[src/rtl/uart_pkg.sv]
// Shared definitions for the UART/ALU frame interface: state encoding, opcodes, helpers.
package uart_pkg;

  localparam int NB_STATE = 6;

  localparam logic [NB_STATE-1:0] ST_WAIT_OP = 6'b000001;
  localparam logic [NB_STATE-1:0] ST_WAIT_A  = 6'b000010;
  localparam logic [NB_STATE-1:0] ST_WAIT_B  = 6'b000100;
  localparam logic [NB_STATE-1:0] ST_CALC    = 6'b001000;
  localparam logic [NB_STATE-1:0] ST_SEND    = 6'b010000;
  localparam logic [NB_STATE-1:0] ST_WAIT_TX = 6'b100000;

  typedef enum logic [NB_STATE-1:0] {
    WAIT_OP = ST_WAIT_OP,
    WAIT_A  = ST_WAIT_A,
    WAIT_B  = ST_WAIT_B,
    CALC    = ST_CALC,
    SEND    = ST_SEND,
    WAIT_TX = ST_WAIT_TX
  } state_t;

  localparam logic [5:0] ADD = 6'b100000;
  localparam logic [5:0] SUB = 6'b100010;
  localparam logic [5:0] AND = 6'b100100;
  localparam logic [5:0] OR  = 6'b100101;
  localparam logic [5:0] XOR = 6'b100110;
  localparam logic [5:0] SRA = 6'b000011;
  localparam logic [5:0] SRL = 6'b000010;
  localparam logic [5:0] NOR = 6'b100111;

  function automatic int clog2(input int value);
    int r;
    r = 0;
    while ((1 << r) < value) r++;
    return r;
  endfunction

endpackage

[src/rtl/intf_timeout_cnt.sv]
// Inter-byte inactivity counter; o_expired flags the last allowed idle cycle.
module intf_timeout_cnt
  import uart_pkg::*;
#(
  parameter int TIMEOUT = 50000
) (
  input  logic clk,
  input  logic i_rst_n,
  input  logic i_clear,
  input  logic i_enable,
  output logic o_expired
);

  localparam int CW = (clog2(TIMEOUT + 1) > 0) ? clog2(TIMEOUT + 1) : 1;

  logic [CW-1:0] cnt;

  always_ff @(posedge clk or negedge i_rst_n) begin
    if (!i_rst_n)      cnt <= '0;
    else if (i_clear)  cnt <= '0;
    else if (i_enable) cnt <= cnt + 1'b1;
  end

  // TIMEOUT of zero disables expiry entirely; the counter is then don't-care.
  assign o_expired = (TIMEOUT != 0) && i_enable && (cnt == CW'(TIMEOUT - 1));

endmodule

[src/rtl/uart_alu_intf.sv]
// Assembles opcode/A/B frames from the UART receiver, drives the ALU and hands the result to the transmitter.
module uart_alu_intf
  import uart_pkg::*;
#(
  parameter int NB_DATA = 8,
  parameter int NB_OP   = 6,
  parameter int TIMEOUT = 50000
) (
  input  logic               clk,
  input  logic               i_rst_n,
  input  logic [NB_DATA-1:0] i_rx_data,
  input  logic               i_rx_done,
  input  logic [NB_DATA-1:0] i_alu_result,
  input  logic               i_tx_done,
  output logic [NB_DATA-1:0] o_alu_a,
  output logic [NB_DATA-1:0] o_alu_b,
  output logic [NB_OP-1:0]   o_alu_op,
  output logic [NB_DATA-1:0] o_tx_data,
  output logic               o_tx_start,
  output logic               o_timeout,
  output logic               o_drop
);

  state_t state, state_nxt;
  logic   collecting, busy, tmo_clear, expired, tmo;

  assign collecting = (state == WAIT_A) || (state == WAIT_B);
  assign busy       = (state == CALC) || (state == SEND) || (state == WAIT_TX);
  assign tmo_clear  = !collecting || i_rx_done;
  // A byte arriving on the expiry cycle wins over the timeout.
  assign tmo        = expired && !i_rx_done;

  intf_timeout_cnt #(.TIMEOUT(TIMEOUT)) u_tmo (
    .clk       (clk),
    .i_rst_n   (i_rst_n),
    .i_clear   (tmo_clear),
    .i_enable  (collecting),
    .o_expired (expired)
  );

  always_ff @(posedge clk or negedge i_rst_n) begin
    if (!i_rst_n) state <= WAIT_OP;
    else          state <= state_nxt;
  end

  always_comb begin
    state_nxt = state;
    unique case (state)
      WAIT_OP: if (i_rx_done) state_nxt = WAIT_A;
      WAIT_A:  if (i_rx_done) state_nxt = WAIT_B;
               else if (tmo) state_nxt = WAIT_OP;
      WAIT_B:  if (i_rx_done) state_nxt = CALC;
               else if (tmo) state_nxt = WAIT_OP;
      CALC:    state_nxt = SEND;
      SEND:    state_nxt = WAIT_TX;
      WAIT_TX: if (i_tx_done) state_nxt = WAIT_OP;
      default: state_nxt = WAIT_OP;
    endcase
  end

  always_ff @(posedge clk or negedge i_rst_n) begin
    if (!i_rst_n) begin
      o_alu_a    <= '0;
      o_alu_b    <= '0;
      o_alu_op   <= '0;
      o_tx_data  <= '0;
      o_tx_start <= 1'b0;
      o_timeout  <= 1'b0;
      o_drop     <= 1'b0;
    end else begin
      o_tx_start <= (state == CALC);
      o_timeout  <= tmo;
      o_drop     <= i_rx_done && busy;
      if (i_rx_done && state == WAIT_OP) o_alu_op <= i_rx_data[NB_OP-1:0];
      if (i_rx_done && state == WAIT_A)  o_alu_a  <= i_rx_data;
      if (i_rx_done && state == WAIT_B)  o_alu_b  <= i_rx_data;
      if (state == CALC)                 o_tx_data <= i_alu_result;
    end
  end

endmodule

[config.mk]
export PLATFORM = sky130hd
export DESIGN_NAME = uart_alu_intf
export DESIGN_NICKNAME = d
export VERILOG_FILES = /design/src/rtl/uart_pkg.sv /design/src/rtl/intf_timeout_cnt.sv /design/src/rtl/uart_alu_intf.sv
export SDC_FILE = /design/constraint.sdc
export NUM_CORES = 1
export LEC_CHECK = 0
export CAP_MARGIN = 20
export CORE_UTILIZATION = 50
export CTS_CLUSTER_SIZE = 24
export DETAILED_ROUTE_END_ITERATION = 10
export PLACE_DENSITY = 0.75
export SYNTH_ARGS = -nofsm -noshare
export SYNTH_HDL_FRONTEND = slang
export SYNTH_HIERARCHICAL = 1
export SYNTH_SLANG_ARGS = --single-unit
[constraint.sdc]
create_clock -name clk -period 2.5 [get_ports clk]
set_input_delay 0.25 -clock clk [delete_from_list [all_inputs] [get_ports clk]]
set_output_delay 0.25 -clock clk [all_outputs]
set_load 0.01 [all_outputs]
==> metrics <==
outcome finished, final reports clean; final core utilization 0.6769; Max-slew headroom 0.6401; Slew Limit Fails 0; pre-CTS WS 118.2 ps; PwrDens ~860 nW/um^2; CP max FO 9; Ports 53; nets 278; WP buf/inv 0; Synth top cells by count dfrtp_1, mux2_1, nor2_1; Starting Density 0.5278; Tot GR Track Use 0.1908; vias in the first global route 1,655; Synth Instances 197; CTS tree yes; Clock Latency Late Sink approximately 300 ps; XOR/XNOR Fraction of Synth Area 0.04507; total power draw roughly 2.8 mW; cell accounting for the most synthesized area dfrtp_1; Detailed Routing Iterations Pass 1 4; CP cell instances nor4_4 > nor2b_2 > o2111ai_4 > or4_4 > or3_1 > a21oi_1; post-route setup TNS 0 ps; CP required 2730 ps; number of synthesized flops with an enable pin 0; Hold Fails Final Rpt 0; max frequency 0.4255 GHz; area grow syn2layout 28.23%; synth top area cells dfrtp_1, mux2_1, mux2_4, xnor2_1, nor2_1; Ant. Diodes 0; Initial DRC Count 83; post-synthesis mux area share 0.1595; FILL cells 360; Synth Flop Type dfrtp_1; row count 25; number of H-tree levels 2; Root Buffer clkbuf_8; WL/cell 14.30 um; die width around 73 um; routed vias about 1,700; worst min-delay path class input pin to asynchronous set/reset pin; Peak VDD IR 0.6434 mV; RSZ-0062 raised after global routing false; maxcap violations 0; complex-gate fraction of the synthesized area 0.03764; post-synthesis average cell area between 10 and 15 um^2; Die Area 5341 um^2; Clock transition at path regs 100 ps; ys async rst share 1.000; sequential element share of the synthesized area 0.5453; largest net degree at the start of global routing 25; die height roughly 73 um; mapped cell area between 2000 and 3000 um^2; Yosys reg bits between 50 and 60; crit path DAT approximately 2600 ps; Remaining DRCs 0; PortBufs 52; wirelength, routed 4.649 mm; Syn. warnings 6; clock tree buffer depth 2; type of origin of the critical path flop; fin crit period 2350 ps; Routed Antenna Nets 0; Adder-Cell Fraction of Synth Area 0.004953; slowest CP cell or4_4; critical path's top delay family simple AND/OR/NAND/NOR gates; CTS Buf Count 5; initial antenna violation count 0; Simple-Gate Fraction of Synth Area 0.1724; top-count cell post-synth dfrtp_1; number of vias per cell between 5 and 6; grt ovf 0; Worst-Margin Slew 539.8 ps; dpl hpwl roughly 3.4 mm; final setup violation count 0; Final GP Congestion between 0.7 and 0.8; skew final a little under 9 ps; period utilization 0.9400; Post-CTS Setup Inserts 0; Static Leak about 1.4 nW; share of the synthesized area in the top cell type 0.5349; crit end category flop; final worst slack 149.9 ps; Post-Syn Nets about 220; combinational family with the most area after synthesis simple AND/OR/NAND/NOR gates; Synth cell types 46; slowest stage delay, CP 540 ps; share of cells above drive strength 1 0.1628; critical path class flop to flop; CTS Sinks 55; first-pass GRT wire length 7.755 mm; core box area 4786 um^2; hold_ws 454.1 ps
-- placed cells by master, fill, tap and decap left out, types with 2 or more instances in the layout --
| cell | count |
|---|---|
| a21oi_1 | 3 |
| and3_1 | 3 |
| and4b_1 | 2 |
| buf_4 | 10 |
| clkbuf_8 | 5 |
| clkdlybuf4s50_1 | 51 |
| clkinv_2 | 2 |
| dfrtp_1 | 54 |
| inv_1 | 4 |
| mux2_1 | 25 |
| mux2_4 | 6 |
| mux2i_1 | 2 |
| nand2_1 | 8 |
| nand3_1 | 5 |
| nand4_1 | 3 |
| nor2_1 | 16 |
| nor2b_1 | 4 |
| nor3_1 | 5 |
| nor3_2 | 2 |
| nor3b_1 | 2 |
| nor4_1 | 2 |
| o21ai_0 | 6 |
| xnor2_1 | 7 |
| xor2_1 | 5 |
-- metal layers --
layer  share of wire  routed length, um  vias up  global-route usage
met3           0.060                280        5             0.06630
met5               0                  0        -                   0
li1                -                  -      812                   -
met4          0.0092                 43        0             0.05447
met1            0.46               2135      830              0.2459
met2            0.47               2190       36              0.3045
-- worst paths after layout --
check	start	slack, ps	end	depth (start not counted)
setup / recovery	state[3]	150	u_tmo/cnt[14]	6
hold / removal	i_rst_n	450	u_tmo/cnt[12]	2
max in group asynchronous	i_rst_n	1350	o_alu_b[1]	3
min in group clk	o_tx_data[3]	490	o_tx_data[3]	1
hold reg to reg	o_tx_data[3]	490	o_tx_data[3]	1
setup reg to reg	state[3]	150	u_tmo/cnt[14]	6
-- final cells by class --
class | count | area, um^2 | share of cell area
multi-input combinational | 128 | 1075 | 0.3318
inverter | 4 | 15.01 | 0.004635
tap | 67 | 83.83 | 0.02588
clock inverter | 3 | 18.77 | 0.005794
sequential | 55 | 1378 | 0.4253
clock buffer | 5 | 68.82 | 0.02124
timing repair buffer | 63 | 600.6 | 0.1854
-- through the flow --
stage          instance area [um^2]  std cells
6_report                       3239        325
3_5_place_dp                   3127        316
3_3_place_gp                   3127        316
2_1_floorplan                  2526        197
5_1_grt                        3239        325
4_1_cts                        3224        325
-- registers in the layout, summed over array words and instances (netlist names) --
signal      cells
o_alu_a         8
o_timeout       1
o_alu_op        6
u_tmo/cnt      16
state           6
o_drop          1
o_tx_data       8
o_alu_b         8
o_tx_start      1
-- power by group --
| part | internal (mW) | switching (mW) | leakage (nW) | total [mW] |
|---|---|---|---|---|
| combinational | 0.652 | 0.427 | 0.615 | 1.08 |
| sequential | 1.11 | 0.125 | 0.730 | 1.24 |
| clock | 0.198 | 0.283 | 0.0483 | 0.480 |
-- logic make-up after synthesis --
family	Yosys count
AO/OA/AOI/OAI	13
XOR/XNOR	13
adder cells (fa/ha/maj)	1
buffers and inverters	14
flip-flops	55
multiplexers	34
AND/OR/NAND/NOR	67
-- what timing repair did --
action,in CTS,in global routing
hold endpoints to repair,21,0
hold buffers,1,0
resized for setup,0,3
endpoints found under the setup margin,0,2
Power figures use the tool's default switching activity.
==> patch 1 (config.mk and constraints unchanged) <==
Make the reset (`i_rst_n`) synchronous in 3 clocked blocks.
--- a/src/rtl/intf_timeout_cnt.sv
+++ b/src/rtl/intf_timeout_cnt.sv
@@ -17,3 +17,3 @@
 
-  always_ff @(posedge clk or negedge i_rst_n) begin
+  always_ff @(posedge clk) begin
     if (!i_rst_n)      cnt <= '0;
--- a/src/rtl/uart_alu_intf.sv
+++ b/src/rtl/uart_alu_intf.sv
@@ -40,3 +40,3 @@
 
-  always_ff @(posedge clk or negedge i_rst_n) begin
+  always_ff @(posedge clk) begin
     if (!i_rst_n) state <= WAIT_OP;
@@ -60,3 +60,3 @@
 
-  always_ff @(posedge clk or negedge i_rst_n) begin
+  always_ff @(posedge clk) begin
     if (!i_rst_n) begin
Formal check against the unedited RTL: differs if i_rst_n is asserted again (counterexample within 4 cycles, from zero or initial values and one cycle with i_rst_n low); with i_rst_n held inactive, the same outputs for 10 cycles.
==> patch 1 against the original RTL <==
Via count up 10%. Sequential cell count unchanged. Worst setup slack better by 0.21 ns. Area after synthesis down 7.7%. First-iteration DRC count up 30%. Design area down 9.4%. Maximum frequency up 9.8%. Non-clock buffer count down 9. Wire length down 1.3%. Critical path type unchanged.
Power is not compared: it rests on default switching activity, and its combinational part moved more than twofold at a synthesized area within 25%.
==> patch 1: results (changes against the original RTL) <==
| Metric | Value |
|---|---|
| Max reg flops | 16 (unchanged) |
| Global-route wire length before repair | 7940 µm (+2.4%) |
| Worst flop-to-flop path startpoint | state[3]$_SDFFE_PN0P_ |
| Register area share after synthesis | 0.472 (-0.0730) |
| WL/cell | 13.4 µm (-6.2%) |
| Initial DRC Count | 108 (+30%) |
| CP max stage cell | dfxtp_1 |
| Syn Area/Cell | 9.59 µm² (-25%) |
| Largest net degree at the start of global routing | 26 (+4.0%) |
| Slew Limit Headroom | 0.602 (-0.0380) |
| Drt total wl | 4590 µm (-1.3%) |
| Layout cell share with drive strength beyond 1 | 0.0517 (-0.111) |
| Setup WS pre-CTS | 0.388 ns (+0.270 ns) |
| FFs w/ async S/R, synth | 0 (-1.00) |
| Hold path start | u_tmo/cnt[15]$_SDFFE_PP0P_ |
| Grt met2 use | 0.315 (+0.0108) |
| Vias | 1853 (+10%) |
| Hold Path Class | register to register |
| # diodes | 0 (unchanged) |
| Worst clock skew | 0.00753 ns (-0.00130 ns) |
| CP top delay family | simple AND/OR/NAND/NOR gates |
| CTS Hold Buffers Added | 0 (-1) |
| Post-CTS setup repair buffer count | 0 (unchanged) |
| Reg with most FFs | u_tmo/cnt |
| Dpl cell area | 2850 µm² (-8.9%) |
| GR Util met3 | 0.0765 (+0.0102) |
| Vias in the first global route | 1776 (+7.3%) |
| Later-pin clock latency in the skew report | 0.30 ns (about the same) |
| Clock root cell | clkbuf_8 |
| Arrival @ worst endpoint | 2.37 ns (-0.21 ns) |
| WS Path Type | register to register |
| CP Max Fanout | 9 (unchanged) |
| CTS Buf Count | 5 (unchanged) |
| Placed insts | 335 (+6.0%) |
| Status | finished clean |
| Post-Syn Nets | 264 (+21%) |
| Initial DRT Pass Iterations | 4 (unchanged) |
| Post-CTS Resized | 0 (unchanged) |
| Clock buffer depth | 2 (unchanged) |
| Commonest cells in the netlist | dfxtp_1, nor2_1, mux2i_1, nand2_1, a21oi_1 |
| HPWL Detailed | 3230 µm (-4.5%) |
| Routability cong. | 0.772 (-1.3%) |
| Dominant cells by area after synthesis | dfxtp_1, mux2i_1, nor2_1 |
| GR Layer Usage met1 | 0.245 (-0.000475) |
| Clk slew on worst S/H paths | 0.10 ns (about the same) |
| Input/output buffers | 52 (unchanged) |
| Total track usage | 0.199 (+0.00782) |
| # nets final | 311 (+12%) |
| Yosys cell types | 37 (-20%) |
| Max stage delay on crit path | 0.41 ns (-0.13 ns) |
| VDD IR-drop max | 0.000367 V |
patch 1: metal layers:
metal | vias up | wire, µm
met1 | 862 | 2090
met2 | 45 | 2110
met5 | - | 0
li1 | 941 | -
met3 | 5 | 345
met4 | 0 | 52
patch 1: logic make-up after synthesis:
kind of cell	after synthesis	synth area share
buf+inv	15	0.0376
simple gates	105	0.244
flops	55	0.472
compound gates	26	0.0682
fa+ha+maj	1	0.00537
mux	35	0.150
xor+xnor	6	0.0225
patch 1: tightest hold or removal path, delay by kind of cell, from the launching register on:
family / cells / cell delay, ns
flops: 1 / 0.33
mux: 1 / 0.05
simple gates: 1 / 0.05
patch 1: final cells by class:
| class | count | area [µm²] |
|---|---|---|
| Fill cell | 371 | 1480 |
| Clock inverter | 2 | 17.5 |
| Sequential cell | 55 | 1100 |
| Multi-Input combinational cell | 173 | 1140 |
| Inverter | 1 | 3.75 |
| Tap cell | 52 | 65.1 |
| Clock buffer | 5 | 68.8 |
| Timing Repair Buffer | 54 | 536 |
patch 1: power by group:
group | total [mW] | switching (mW) | internal (mW) | leakage, nW
Combinational | 0.132 | 0.0599 | 0.0724 | 0.637
Sequential | 0.901 | 0.0125 | 0.889 | 0.444
Clock | 0.483 | 0.285 | 0.198 | 0.0446
Total | 1.52 | 0.358 | 1.16 | 1.13
patch 1: metrics by stage:
stage,hold slack [ns],utilization
detailed placement,0.461,0.645
CTS,0.479,0.665
global route,0.506,0.665
finish,0.477,0.665
global placement,0.454,0.645
floorplan,0.364,-
patch 1: path summary, 6_finish.rpt:
check	to	slack, ns	cells after the start
setup / recovery	state[0]$_SDFFE_PN1P_	0.36	7
hold / removal	u_tmo/cnt[15]$_SDFFE_PP0P_	0.48	2
setup reg to reg	state[0]$_SDFFE_PN1P_	0.36	7
hold reg to reg	u_tmo/cnt[15]$_SDFFE_PP0P_	0.48	2
==> patch 2 (config.mk and constraints unchanged) <==
Made on the original files. `NB_OP`: 6 -> 8.
--- a/src/rtl/uart_alu_intf.sv
+++ b/src/rtl/uart_alu_intf.sv
@@ -5,3 +5,3 @@
   parameter int NB_DATA = 8,
-  parameter int NB_OP   = 6,
+  parameter int NB_OP   = 8,
   parameter int TIMEOUT = 50000
Ports: changed (resized o_alu_op); port bits go from 53 to 55. The function was not compared with the original's and may differ.
==> patch 2 against the original RTL <==
Critical path depth up 2. Sequential cell count up 2. Area after synthesis rose by 1.5%. Sequential power grew 8%. Via count rose by 9.7%. Design area up 5.6%. Wire length increased by 6.5%. Sequential share of layout area fell by 0.81 points. Worst setup slack better by 0.074 ns. Total power up 20%. Synthesized cell count is 18% higher. Critical path type unchanged.
==> patch 2: results (changes against the original RTL) <==
| Metric | Value |
|---|---|
| # diodes | 0 (unchanged) |
| Synth area leader | dfrtp_1 |
| Vias in the first global route | 1833 (+11%) |
| Later-pin clock latency in the skew report | 0.33 ns (+0.03 ns) |
| HPWL Detailed | 3490 µm (+3.1%) |
| Status | finished clean |
| CTS Buf Count | 9 (+4) |
| Post-Syn Nets | 254 (+17%) |
| Total track usage | 0.215 (+0.0237) |
| Final-layout fill cell count | 383 (+6.4%) |
| Commonest cells in the netlist | nand2_1, dfrtp_1, mux2_2, nor2_1, xnor2_1 |
| Via/cell ratio | 4.95 (-4.4%) |
| Initial DRT Pass Iterations | 4 (unchanged) |
| Hold Path Class | primary input to register |
| Global-route wire length before repair | 8500 µm (+9.6%) |
| Clock root cell | clkbuf_8 |
| CP Max Fanout | 8 (-1) |
| Clock buffer depth | 2 (unchanged) |
| Final slew viol count | 0 (unchanged) |
| Initial antenna violation count | 0 (unchanged) |
| Reg with most FFs | u_tmo/cnt |
| Dpl cell area | 3220 µm² (+2.9%) |
| Worst Tran Pin Value | 0.691 ns (+0.151 ns) |
| Worst clock skew | 0.0113 ns (+0.00245 ns) |
| Routability cong. | 0.869 (+11%) |
| Arrival @ worst endpoint | 2.48 ns (-0.10 ns) |
| Post-CTS setup repair buffer count | 0 (unchanged) |
| Layout cell share with drive strength beyond 1 | 0.190 (+0.0268) |
| Yosys warns | 6 (unchanged) |
| P_leak | 1.50 nW (+7.8%) |
| Clk slew on worst S/H paths | 0.06 ns (-0.04 ns) |
| VDD IR-drop max | 0.000625 V (-2.9%) |
| Largest net degree at the start of global routing | 33 (+32%) |
| Yosys cell types | 44 (-4.3%) |
| Max stage delay on crit path | 0.47 ns (-0.07 ns) |
| Initial DRC Count | 79 (-4.8%) |
| FFs w/ async S/R, synth | 1.00 (unchanged) |
| # nets final | 323 (+16%) |
| Max reg flops | 16 (unchanged) |
| H-tree depth | 3 (+1) |
| CP max stage cell | dfrtp_1 |
| Drt total wl | 4950 µm (+6.5%) |
| Final setup fails | 0 (unchanged) |
| Input/output buffers | 54 (+3.8%) |
| Register area share after synthesis | 0.557 (+0.0115) |
| Dominant cells by area after synthesis | dfrtp_1, nand2_1, mux2_2 |
| CP top delay family | simple AND/OR/NAND/NOR gates |
## patch 2: changes by cell type after synthesis, moves of 3 or more
cell | unedited run | this run
buf_4 | 5 | 2
inv_1 | 4 | 7
mux2_1 | 25 | 1
mux2_2 | 1 | 17
mux2_4 | 6 | 0
nand2_1 | 8 | 59
## patch 2: report_power, final
group	switching (mW)	total, mW	internal (mW)
combinational	0.498	1.24	0.741
clock	0.336	0.769	0.433
sequential	0.145	1.34	1.19
total	0.979	3.35	2.37
## patch 2: layer usage
metal  up-vias  part of all wire  track usage
met5         -                 0            0
met4         0             0.018       0.0962
met2        33              0.46        0.321
li1        924                 -            -
met1       883              0.47        0.281
met3         7             0.054       0.0754
## patch 2: what timing repair did
action | CTS | global route
gates resized for setup | 0 | 2
hold buffers | 1 | 0
setup endpoints to repair | 0 | 2
endpoints found under the hold margin | 29 | 0
## patch 2: through the flow
step | utilization | cells | setup slack, ns | hold WS (ns)
after CTS | 0.708 | 373 | 0.177 | 0.429
after floorplan | - | 233 | 0.142 | -0.0456
after detailed placement | 0.668 | 357 | 0.204 | 0.328
after global placement | 0.668 | 357 | 0.244 | 0.330
final | 0.710 | 373 | 0.224 | 0.445
after global routing | 0.710 | 373 | 0.0545 | 0.442
## patch 2: cell families (layout without fill, tap and decap cells)
logic type,Yosys count,in the layout,share of synthesized area
AO/OA/AOI/OAI,11,11,0.0347
flip-flops,57,57,0.557
XOR/XNOR,13,13,0.0444
multiplexers,20,20,0.0869
buffers and inverters,17,90,0.0322
AND/OR/NAND/NOR,114,114,0.240
adder cells (fa/ha/maj),1,1,0.00488
## patch 2: worst paths after layout
kind	start	to	slack, ns	cells past startpoint
min in group asynchronous	i_rst_n	u_tmo/cnt[1]$_DFFE_PN0P_	0.50	2
min	i_alu_result[2]	o_tx_data[2]$_DFFE_PN0P_	0.45	3
max	state[3]$_DFFE_PN0P_	u_tmo/cnt[15]$_DFFE_PN0P_	0.22	8
min reg2reg	o_tx_data[5]$_DFFE_PN0P_	o_tx_data[5]$_DFFE_PN0P_	0.48	2
max reg2reg	state[3]$_DFFE_PN0P_	u_tmo/cnt[15]$_DFFE_PN0P_	0.22	8
max in group asynchronous	i_rst_n	state[5]$_DFFE_PN0P_	1.31	3
## patch 2: worst min-delay path, cell delays in order
cell and delay, ns:
clkdlybuf4s50_1 0.39, nand2_1 0.05, nand2_1 0.04
## patch 2: layout make-up
| class | instances | area share |
|---|---|---|
| sequential | 57 | 0.417 |
| inverter | 9 | 0.00987 |
| tap | 67 | 0.0245 |
| multi-input combinational | 159 | 0.312 |
| clock inverter | 2 | 0.00366 |
| timing repair buffer | 66 | 0.184 |
| clock buffer | 13 | 0.0494 |
